$ cat config.mk
export PLATFORM = sky130hd
export DESIGN_NAME = uart_rx_cfg
export DESIGN_NICKNAME = d
export VERILOG_FILES = /design/src/rtl/uart_rx_cfg.sv
export SDC_FILE = /design/constraint.sdc
export NUM_CORES = 1
export LEC_CHECK = 0
export CORE_MARGIN = 2
export CORE_UTILIZATION = 53
export DETAILED_ROUTE_END_ITERATION = 10
export PLACE_DENSITY = 0.73
export SETUP_SLACK_MARGIN = 0.4
export SLEW_MARGIN = 5
export SYNTH_ARGS = -nofsm -noshare
export SYNTH_HDL_FRONTEND = slang
export SYNTH_SLANG_ARGS = --single-unit
$ cat constraint.sdc
create_clock -name clk -period 2.43 [get_ports clk]
set_input_delay 0.486 -clock clk [delete_from_list [all_inputs] [get_ports clk]]
set_output_delay 0.486 -clock clk [all_outputs]
set_load 0.05 [all_outputs]
$ cat src/rtl/uart_rx_cfg.sv
// Configurable UART receiver: 2-flop synchroniser, 3-sample mid-bit majority vote,
// optional parity, 1/2 stop bits, valid/ready delivery with overrun detection.
module uart_rx_cfg #(
    parameter int unsigned CLKS_PER_BIT = 5208,
    parameter int unsigned DATA_BITS    = 8,
    parameter int unsigned PARITY       = 0,
    parameter int unsigned STOP_BITS    = 1
) (
    input  logic                 clk,
    input  logic                 rst,
    input  logic                 soft_rst,
    input  logic                 rx_in,
    input  logic                 rx_ready,
    output logic [DATA_BITS-1:0] rx_data,
    output logic                 rx_valid,
    output logic                 parity_err,
    output logic                 frame_err,
    output logic                 overrun,
    output logic                 rx_busy
);

    localparam int unsigned CNT_W = $clog2(CLKS_PER_BIT);
    localparam int unsigned BIT_W = $clog2(DATA_BITS) + 1;
    localparam int unsigned MID   = CLKS_PER_BIT / 2;

    localparam logic [CNT_W-1:0] CNT_LAST = CNT_W'(CLKS_PER_BIT - 1);
    localparam logic [CNT_W-1:0] CNT_S0   = CNT_W'(MID - 1);
    localparam logic [CNT_W-1:0] CNT_S1   = CNT_W'(MID);
    localparam logic [CNT_W-1:0] CNT_DEC  = CNT_W'(MID + 1);
    localparam logic [BIT_W-1:0] BIT_LAST = BIT_W'(DATA_BITS - 1);
    localparam logic             PAR_ODD  = (PARITY == 1);
    localparam logic             PAR_EN   = (PARITY != 0);
    localparam logic             TWO_STOP = (STOP_BITS == 2);

    typedef enum logic [2:0] {
        S_IDLE,
        S_START,
        S_DATA,
        S_PARITY,
        S_STOP,
        S_WAIT_HIGH
    } state_e;

    state_e               state_q;
    logic                 rx_meta_q;
    logic                 rx_s_q;
    logic [CNT_W-1:0]     clk_cnt_q;
    logic [BIT_W-1:0]     bit_cnt_q;
    logic [1:0]           samp_q;
    logic [DATA_BITS-1:0] shift_q;
    logic                 par_q;
    logic                 stop_idx_q;
    logic [DATA_BITS-1:0] rx_data_q;
    logic                 rx_valid_q;
    logic                 parity_err_q;
    logic                 frame_err_q;
    logic                 overrun_q;

    logic vote_d;
    logic decide_d;
    logic bit_end_d;
    logic last_stop_d;
    logic perr_d;
    logic frame_done_d;

    // Bit decision and completion qualifiers
    always_comb begin
        vote_d       = (samp_q[0] & samp_q[1]) | (samp_q[0] & rx_s_q) | (samp_q[1] & rx_s_q);
        decide_d     = (clk_cnt_q == CNT_DEC);
        bit_end_d    = (clk_cnt_q == CNT_LAST);
        last_stop_d  = !TWO_STOP || stop_idx_q;
        perr_d       = PAR_EN && ((^shift_q ^ par_q) != PAR_ODD);
        frame_done_d = (state_q == S_STOP) && decide_d && vote_d && last_stop_d;
    end

    always_ff @(posedge clk or negedge rst) begin
        if (!rst) begin
            state_q      <= S_IDLE;
            rx_meta_q    <= 1'b1;
            rx_s_q       <= 1'b1;
            clk_cnt_q    <= '0;
            bit_cnt_q    <= '0;
            samp_q       <= '0;
            shift_q      <= '0;
            par_q        <= 1'b0;
            stop_idx_q   <= 1'b0;
            rx_data_q    <= '0;
            rx_valid_q   <= 1'b0;
            parity_err_q <= 1'b0;
            frame_err_q  <= 1'b0;
            overrun_q    <= 1'b0;
        end else if (soft_rst) begin
            state_q      <= S_IDLE;
            rx_meta_q    <= 1'b1;
            rx_s_q       <= 1'b1;
            clk_cnt_q    <= '0;
            bit_cnt_q    <= '0;
            samp_q       <= '0;
            shift_q      <= '0;
            par_q        <= 1'b0;
            stop_idx_q   <= 1'b0;
            rx_data_q    <= '0;
            rx_valid_q   <= 1'b0;
            parity_err_q <= 1'b0;
            frame_err_q  <= 1'b0;
            overrun_q    <= 1'b0;
        end else begin
            rx_meta_q   <= rx_in;
            rx_s_q      <= rx_meta_q;
            frame_err_q <= 1'b0;
            overrun_q   <= 1'b0;

            // Consumer handshake; a completing frame below takes priority
            if (rx_valid_q && rx_ready) begin
                rx_valid_q   <= 1'b0;
                parity_err_q <= 1'b0;
            end

            if (frame_done_d) begin
                if (!rx_valid_q || rx_ready) begin
                    rx_data_q    <= shift_q;
                    parity_err_q <= perr_d;
                    rx_valid_q   <= 1'b1;
                end else begin
                    overrun_q <= 1'b1;
                end
            end

            if (clk_cnt_q == CNT_S0) samp_q[0] <= rx_s_q;
            if (clk_cnt_q == CNT_S1) samp_q[1] <= rx_s_q;

            if (rx_busy) clk_cnt_q <= bit_end_d ? '0 : clk_cnt_q + CNT_W'(1);

            unique case (state_q)
                S_IDLE: begin
                    if (!rx_s_q) begin
                        state_q   <= S_START;
                        clk_cnt_q <= '0;
                    end
                end
                S_START: begin
                    if (decide_d && vote_d) begin
                        state_q   <= S_IDLE;
                        clk_cnt_q <= '0;
                    end else if (bit_end_d) begin
                        state_q   <= S_DATA;
                        bit_cnt_q <= '0;
                    end
                end
                S_DATA: begin
                    if (decide_d) shift_q <= {vote_d, shift_q[DATA_BITS-1:1]};
                    if (bit_end_d) begin
                        if (bit_cnt_q == BIT_LAST) begin
                            state_q    <= PAR_EN ? S_PARITY : S_STOP;
                            bit_cnt_q  <= '0;
                            stop_idx_q <= 1'b0;
                        end else begin
                            bit_cnt_q <= bit_cnt_q + BIT_W'(1);
                        end
                    end
                end
                S_PARITY: begin
                    if (decide_d) par_q <= vote_d;
                    if (bit_end_d) begin
                        state_q    <= S_STOP;
                        stop_idx_q <= 1'b0;
                    end
                end
                S_STOP: begin
                    // Last good stop bit returns to IDLE at mid-bit to catch back-to-back starts
                    if (decide_d && !vote_d) begin
                        frame_err_q <= 1'b1;
                        state_q     <= S_WAIT_HIGH;
                        clk_cnt_q   <= '0;
                    end else if (decide_d && last_stop_d) begin
                        state_q   <= S_IDLE;
                        clk_cnt_q <= '0;
                    end else if (bit_end_d) begin
                        stop_idx_q <= 1'b1;
                    end
                end
                S_WAIT_HIGH: begin
                    if (rx_s_q) state_q <= S_IDLE;
                end
                default: state_q <= S_IDLE;
            endcase
        end
    end

    assign rx_busy    = (state_q == S_START) || (state_q == S_DATA) ||
                        (state_q == S_PARITY) || (state_q == S_STOP);
    assign rx_data    = rx_data_q;
    assign rx_valid   = rx_valid_q;
    assign parity_err = parity_err_q;
    assign frame_err  = frame_err_q;
    assign overrun    = overrun_q;

endmodule

======== Word-level counts from Yosys, hierarchy flattened ========
Index checks and enable logic that the tools add are counted.
storage, ports and cells
  register bits after elaboration ......... 44
  input port bits ......................... 5
  output and inout port bits .............. 13
  logic and storage cells ................. 112
cells by class
  add/sub/neg operators ................... 2
  equality and inequality tests ........... 19
  muxes and demuxes ....................... 50
  bitwise gates (word level) .............. 5
  reductions and logical operators ........ 23
operators with widths
  kind                     count
  $mux W13                 7
  $mux W8                  6
  $eq A13 B12 Y1 const B   3
  $pmux W13 S3             1
  $mux W3                  10
  $ne A3 B3 Y1 const B     7
  $mux W4                  5
  $mux W1                  18
  $pmux W3 S6              1
  $add A13 B1 Y13 const B  1
  $eq A13 B13 Y1 const B   1
  $reduce_bool A2 Y1       6
  $pmux W4 S2              1
  $reduce_and A7 Y1        1
  $eq A3 B2 Y1 const B     2
  $eq A3 B3 Y1 const B     2
  $logic_and A1 B1 Y1      5
  $add A4 B1 Y4 const B    1
  $eq A4 B3 Y1 const B     1
  $logic_or A1 B1 Y1       4
  $ne A4 B3 Y1 const B     1
  $ne A4 B4 Y1 const B     1
  $reduce_and A2 Y1        2
  $reduce_and A4 Y1        1
  7 further kinds          11

======== Longest topological paths before layout ========
Gate-level depths: netlist of run 1.
  depth after elaboration ................. 9
  gate-level depth with buffers ........... 9
  mapped depth without buffers ............ 7

======== Worst setup path after synthesis of run 1 ========
Ideal clock, no wire load.
  path type ............................... register to register
  start ................................... reg rx_s_q
  end ..................................... reg clk_cnt_q[10]
  setup time .............................. 130 ps
  arrival time ............................ 1,775 ps
  required time ........................... 2,300 ps
  slack ................................... 526 ps
  stages on the path, launching flop included .. 8
  buffers on the path ..................... 2
  period minus slack after synthesis ...... 1,904 ps
  cell sequence ........................... dfstp_2 -> clkbuf_1 -> a21o_1 -> o21a_1 -> nand2_2 -> a311oi_4 -> buf_6 -> nor3_1
on the way
  cells in the longest elaborated chain, start to end .. 8
  elaborated cells between the ends (all ways) .. 12
  classes of those cells .................. 5 x mux; 4 x bitwise; 3 x reduce/logical
RTL lines
  element                     line  source
  start: declaration          46    logic rx_s_q;
  start signal: assignment    109   rx_s_q <= rx_meta_q;
  $and A1 B1 Y1               68    vote_d = (samp_q[0] & samp_q[1]) | (samp_q[0] & rx_s_q) | (samp_q[1] & rx_s_q);
  $or A1 B1 Y1 (2 in series)  68
  $logic_not A1 Y1            171   if (decide_d && !vote_d) begin
  $logic_and A1 B1 Y1         171
  $mux W13                    171
  $pmux W13 S3 *              134   unique case (state_q)
  $mux W13 *                  92    end else if (soft_rst) begin
  end signal: assignment      132   if (rx_busy) clk_cnt_q <= bit_end_d ? '0 : clk_cnt_q + CNT_W'(1);
  end: declaration            47    logic [CNT_W-1:0] clk_cnt_q;
Mark *: on every way between the ends. The rest lies on a longest branch, timed or not.
A chain may end at the register's enable or synchronous reset.

======== Worst setup path after layout of run 1 ========
  start ................................... reg state_q[1]
  end ..................................... out rx_busy
on the way
  cells in the longest elaborated chain, start to end .. 4
  elaborated cells between the ends (all ways) .. 7
  classes of those cells .................. 4 x eq/ne; 3 x reduce/logical
RTL lines
  element                                       line  source
  start: declaration                            44    state_e state_q;
  start signal: assignment                      154   state_q <= PAR_EN ? S_PARITY : S_STOP;
  $eq A3 B1 Y1 or $eq A3 B2 Y1 (tied branches)  190   assign rx_busy = (state_q == S_START) || (state_q == S_DATA) ||
  $logic_or A1 B1 Y1 (2 in series)              190
  $logic_or A1 B1 Y1 *                          191   (state_q == S_PARITY) || (state_q == S_STOP);
  end: declaration                              19    output logic rx_busy
Marks and branches as above.

==> results.cfg, run 1 <==
[run_status]
status = complete, no violations

[global_route]
grt_max_degree = 28
grt_overflow = 0
grt_pass1_wl_mm = 8.95
antenna_found_initial = 0
grt_usage_pct = 22.4
grt_pass1_vias = 1950

[cts]
cts_sinks = 44
cts_tree = yes
cts-hold-fix-buffers = 0
clkTransAtPathRegs_ps = 80
cts_max_level = 2
max-clock-path-buffers = 2
cts_buffers = 5
root_buffer = clkbuf_8
worstSkewPairLatency_ps = 310

[timing]
worst_slew_pin_slew_ps = 496
period_minus_slack_ps = 1970
clock.fmax_mhz = 506
hold_viol_final = 0
setup_ws_ps = 456
setup-tns-final_ps = 0
final-setup-viol-count = 0
relSlewSlack_pct = 66.9
finalMaxSlewViolations = 0
fin_crit_sh_pct = 81.3
clock_skew_ps = 5.92
rsz0062_at_grt = no

[drt]
vias = 1949
wl_per_cell_um = 15.6
wl_met2_mm = 2.50
wl_met3_um = 181
first_pass_iters = 4
via_per_inst = 5.89
drtIter0Drc = 160
wirelength_mm = 5.17
top_layer_used = met4
drc = 0
drtAntennaViolNets = 0
met1_length_mm = 2.39

[placement]
dpl_cell_area_um2 = 2620
hpwl_mm = 3.57
place_ws_ps = 323
io_buffers = 17
place_congestion = 0.829

[critical_path]
crit_fanout = 8
startpoint_type = register
worst_setup_path_end_kind = output port
path_class = reg -> out
cp.required_ps = 1940
worst-endpoint-arrival_ps = 1490

[power_and_ir_drop]
p_per_area_nw_per_um2 = 523
power_switching_w = 0.000409
p_sw_share_pct = 28.0
power_frac_comb_pct = 13.8
p_clk_share_pct = 34.3
pwr-share-seq_pct = 52.0
p_int_w = 0.00105
peakVddDrop_mv = 0.300
leakagePower_nw = 1.29

[floorplanning]
start_util_pct = 54.8
core_um2 = 4350
die_h_um = 71.1
io_pins = 18
die_area_um2 = 5060
rows = 24
die_w_um = 71.1

[yosys]
ys_seq_area_share_pct = 46.2
synth_edf_count = 0
synthesis.instances = 254
syn_nets = 263
ys_ff_latch = 44
syn_area_per_cell_um2 = 9.40
synth_area_um2 = 2390
yosysWarnings = 0
ys.flop_type = dfrtp_1
synthArstFlopShare_pct = 100
synth_cell_type_count = 50

[cells_and_area]
drive_gt1_share_pct = 16.8
utilization_pct = 64.0
area_growth_pct = 16.7
num_antenna_cells = 0
fin_nets = 287
design_area_um2 = 2790

[flow_run]
cap_violations = 0

[min_path]
min_path_type = in -> async
-- sequential cells by signal, summed over array words and instances (netlist names) --
signal      cells
overrun         1
bit_cnt_q       4
rx_data         8
rx_s_q          1
rx_meta_q       1
state_q         3
samp_q          2
parity_err      1
frame_err       1
rx_valid        1
shift_q         8
clk_cnt_q      13
-- Yosys cell counts, types with 2 or more instances --
cell	instances	share of area (%)
mux2i_1	10	4.2
nor2_1	33	5.2
o211ai_1	3	0.94
buf_4	2	0.63
a21o_1	2	0.63
a21oi_1	9	1.9
or3_1	3	0.79
dfstp_2	2	2.2
clkbuf_1	9	1.4
xnor2_1	5	1.8
nand2_1	25	3.9
nor4b_1	2	0.73
nand4_1	16	4.2
nand2b_1	3	0.79
nand3_1	12	2.5
o21ai_0	9	1.9
a211oi_1	2	0.63
nor2b_1	2	0.52
xor2_1	5	1.8
nor4_1	2	0.52
nor3_1	7	1.5
and3_1	6	1.6
buf_2	3	0.63
and2_1	2	0.52
or2_2	4	1.0
and4_1	3	1.1
inv_1	6	0.94
ha_1	4	2.1
dfrtp_1	42	44
-- power groups by stage --
stage | logic [W] | registers, W | clock network [W]
6_report | 0.000201 | 0.000758 | 0.000500
3_3_place_gp | 0.000168 | 0.000776 | 0
3_5_place_dp | 0.000169 | 0.000776 | 0
5_1_grt | 0.000220 | 0.000759 | 0.000528
2_1_floorplan | 0.000120 | 0.000764 | 0
4_1_cts | 0.000186 | 0.000756 | 0.000500
-- critical path: stages, from the launching register on --
cell and delay, ps:
dfrtp_2 440, or3_4 400, nand2_2 100, inv_2 90, buf_6 160
-- layout make-up --
type                    count  area [um2]
well taps                  52        65.1
flip-flops and latches     44        1110
fillers                   375        1570
clock inverters             2        15.0
clock buffers               6        82.6
repair buffers             32         289
multi-input cells         188        1200
inverters                   7        26.3
-- kinds of logic (layout without fill, tap and decap cells) --
group / after synthesis / in the layout / synth area share [%]
mux: 10 / 10 / 4.19
fa+ha+maj: 4 / 4 / 2.10
xor+xnor: 10 / 10 / 3.67
compound gates: 34 / 34 / 9.91
buf+inv: 22 / 47 / 4.24
flops: 44 / 44 / 46.2
simple gates: 130 / 130 / 29.7
-- per-layer routing --
layer,vias up,global-route usage (%)
met4,0,9.85
li1,951,-
met1,951,29.8
met5,-,0
met2,38,36.0
met3,9,3.99
-- repair_timing --
action / 4_1_cts / 5_1_grt
pin swaps: 0 / 1
gates cloned: 0 / 1
setup endpoints to repair: 8 / 35
resized for setup: 4 / 12
setup buffers: 3 / 0
-- stage by stage --
stage / std cells / hold slack (ps) / total power, W
after floorplan: 254 / 190 / 0.000884
after global placement: 319 / 439 / 0.000943
after detailed placement: 319 / 442 / 0.000945
after CTS: 330 / 117 / 0.00144
after global routing: 331 / 146 / 0.00151
final: 331 / 102 / 0.00146
-- layout by cell type, fill, tap and decap left out, types with 2 or more instances in the layout --
master	netlist	final
xor2_1	5	5
nand2_1	25	24
dfstp_2	2	2
nor4_1	2	2
nand2_2	1	2
nor3_1	7	7
o211ai_1	3	3
nor2b_1	2	2
clkbuf_8	0	6
nor2_1	33	33
and2_1	2	2
o21ai_0	9	8
nand3_1	12	12
a21oi_1	9	9
mux2i_1	10	10
nand4_1	16	16
or2_2	4	4
and4_1	3	2
buf_6	1	3
a21o_1	2	2
a211oi_1	2	2
nor4b_1	2	2
and3_1	6	5
dfrtp_2	0	4
dfrtp_1	42	38
ha_1	4	3
xnor2_1	5	5
clkinvlp_4	0	2
or3_1	3	2
nand2b_1	3	3
clkdlybuf4s50_1	0	14
inv_1	6	6
buf_4	2	13
-- worst paths after layout --
check / cells after the start / slack (ps) / start / endpoint
max in group asynchronous: 2 / 1590 / rst / rx_meta_q
min in group clk: 1 / 490 / bit_cnt_q[3] / bit_cnt_q[3]
worst max-delay path: 4 / 460 / state_q[1] / rx_busy
worst max register to register: 8 / 500 / clk_cnt_q[1] / clk_cnt_q[12]
worst min register to register: 1 / 490 / bit_cnt_q[3] / bit_cnt_q[3]
worst min-delay path: 1 / 100 / rst / bit_cnt_q[2]
Note: power is estimated with default switching activity, not from simulation.
==> run 2: changes to the inputs <==
==> constraint.sdc (replaced) <==
create_clock -name clk -period 1.92 [get_ports clk]
set_input_delay 0.384 -clock clk [delete_from_list [all_inputs] [get_ports clk]]
set_output_delay 0.384 -clock clk [all_outputs]
set_load 0.05 [all_outputs]
==> results.cfg, run 2 (synthesis results as in run 1) <==
[critical_path]
crit_fanout = 7
worst_setup_path_end_kind = register
path_delay_family = simple AND/OR/NAND/NOR gates
path_class = reg -> reg
timing.critical_path.from = state_q[0]
startpoint_type = register
cp_common_cell = buf_6
reg2reg_slack_ps = 6
r2r_start = state_q[0]
cp.required_ps = 2090
r2r_end = clk_cnt_q[3]
ff2ff_path_depth = 8
cp_slowest_cell = dfrtp_2
critPathCapture = clk_cnt_q[3]
critical_path.max_stage_delay_ps = 450
crit_chain = buf_6 -> nor4b_4 -> nand4_1 -> nor2b_4 -> a311oi_4 -> buf_6 -> buf_12 -> nor3_1
crit_cells = 8
critical_path_buf_inv_count = 3
worst-endpoint-arrival_ps = 2080

[drt]
first_pass_iters = 7
via_per_inst = 6.06
drtAntennaViolNets = 0
wirelength_mm = 6.63
drtIter0Drc = 220
drc = 0
wl_per_cell_um = 18.3
vias = 2198

[timing]
clock.fmax_mhz = 522
period_minus_slack_ps = 1910
fin_crit_sh_pct = 99.7
final-setup-viol-count = 0
rsz0062_at_grt = yes
relSlewSlack_pct = 68.4
clock_skew_ps = 11.3
hold_viol_final = 0
finalMaxSlewViolations = 0
worst_slew_pin_slew_ps = 475

[power_and_ir_drop]
p_per_area_nw_per_um2 = 626
peakVddDrop_mv = 0.567
leakagePower_nw = 1.53

[floorplanning]
die_h_um = 71.1
die_w_um = 71.1
core_um2 = 4350
rows = 24
die_area_um2 = 5060
start_util_pct = 54.8
io_pins = 18

[cts]
worstSkewPairLatency_ps = 300
cts_max_level = 2
cts_sinks = 44
cts_buffers = 5
max-clock-path-buffers = 2
root_buffer = clkbuf_8
cts_tree = yes
clkTransAtPathRegs_ps = 100

[global_route]
grt_overflow = 0
grt_max_degree = 27
antenna_found_initial = 0
grt_pass1_vias = 2103
grt_pass1_wl_mm = 10.2
grt_usage_pct = 25.8

[cells_and_area]
utilization_pct = 77.6
design_area_um2 = 3380
area_growth_pct = 41.6
drive_gt1_share_pct = 38.9
largest_register_ffs = 13
regMostFlops = clk_cnt_q
layout_common_cells = 39 x dfrtp_1, 34 x buf_4, 27 x nor2_1, 24 x nand2_1, 16 x nand4_1
fin_nets = 319
num_antenna_cells = 0
layout.cells.most_common = dfrtp_1

[flow_run]
cap_violations = 0

[placement]
dpl_cell_area_um2 = 2770
place_congestion = 0.880
hpwl_mm = 3.78
io_buffers = 17

[run_status]
status = complete, no violations

[min_path]
min_path_type = in -> async
run 2: layer usage:
| layer | global-route usage (%) | vias to the layer above | wire (um) |
|---|---|---|---|
| li1 | - | 1018 | - |
| met1 | 37.3 | 1085 | 2990 |
| met2 | 39.4 | 85 | 3200 |
| met3 | 5.56 | 10 | 365 |
| met4 | 7.76 | 0 | 76 |
| met5 | 0 | - | 0 |
run 2: cell type report:
cell class	count	area, um2
fill	271	975
tap	52	65.1
clock inverter	3	47.5
sequential	44	1110
timing repair buffer	64	628
clock buffer	5	68.8
inverter	7	31.3
multi-input combinational	188	1430
run 2: worst min-delay path by stage:
stage	slack (ps)	startpoint	endpoint	depth (start not counted)
3_5_place_dp	370	rst	clk_cnt_q[11]	1
4_1_cts	30	rst	bit_cnt_q[1]	1
2_1_floorplan	90	rst	bit_cnt_q[0]	0
5_1_grt	40	rst	bit_cnt_q[1]	1
6_report	30	rst	bit_cnt_q[1]	1
3_3_place_gp	360	rst	clk_cnt_q[8]	1
run 2: power breakdown:
part	switching [W]	leakage (nW)	internal [W]
registers	0.0000163	0.602	0.000940
clock network	0.000339	0.0583	0.000392
logic	0.000227	0.870	0.000203
run 2: worst reg2reg max path, delay by kind of cell (launching register included):
kind,cells,cell delay [ps]
buffers and inverters,3,440
AO/OA/AOI/OAI,1,210
flip-flops,1,450
AND/OR/NAND/NOR,4,690
run 2: per-stage QoR:
step           power [W]  instances  hold WS, ps  worst slack, ps  setup TNS (ps)
6_report         0.00212        363         26.9             6.11               0
5_1_grt          0.00221        363         40.5            -47.9            -364
4_1_cts          0.00207        358         29.7             84.4               0
3_5_place_dp     0.00125        332          367             37.5               0
3_3_place_gp     0.00125        332          359             84.9               0
2_1_floorplan    0.00112        254         88.4              168               0
run 2: timing repair:
item | 4_1_cts | 5_1_grt
gates cloned | 1 | 0
pin swaps | 18 | 18
hold buffers | 0 | 0
buffers inserted | 17 | 5
endpoints found under the setup margin | 52 | 43
gates resized for setup | 80 | 21
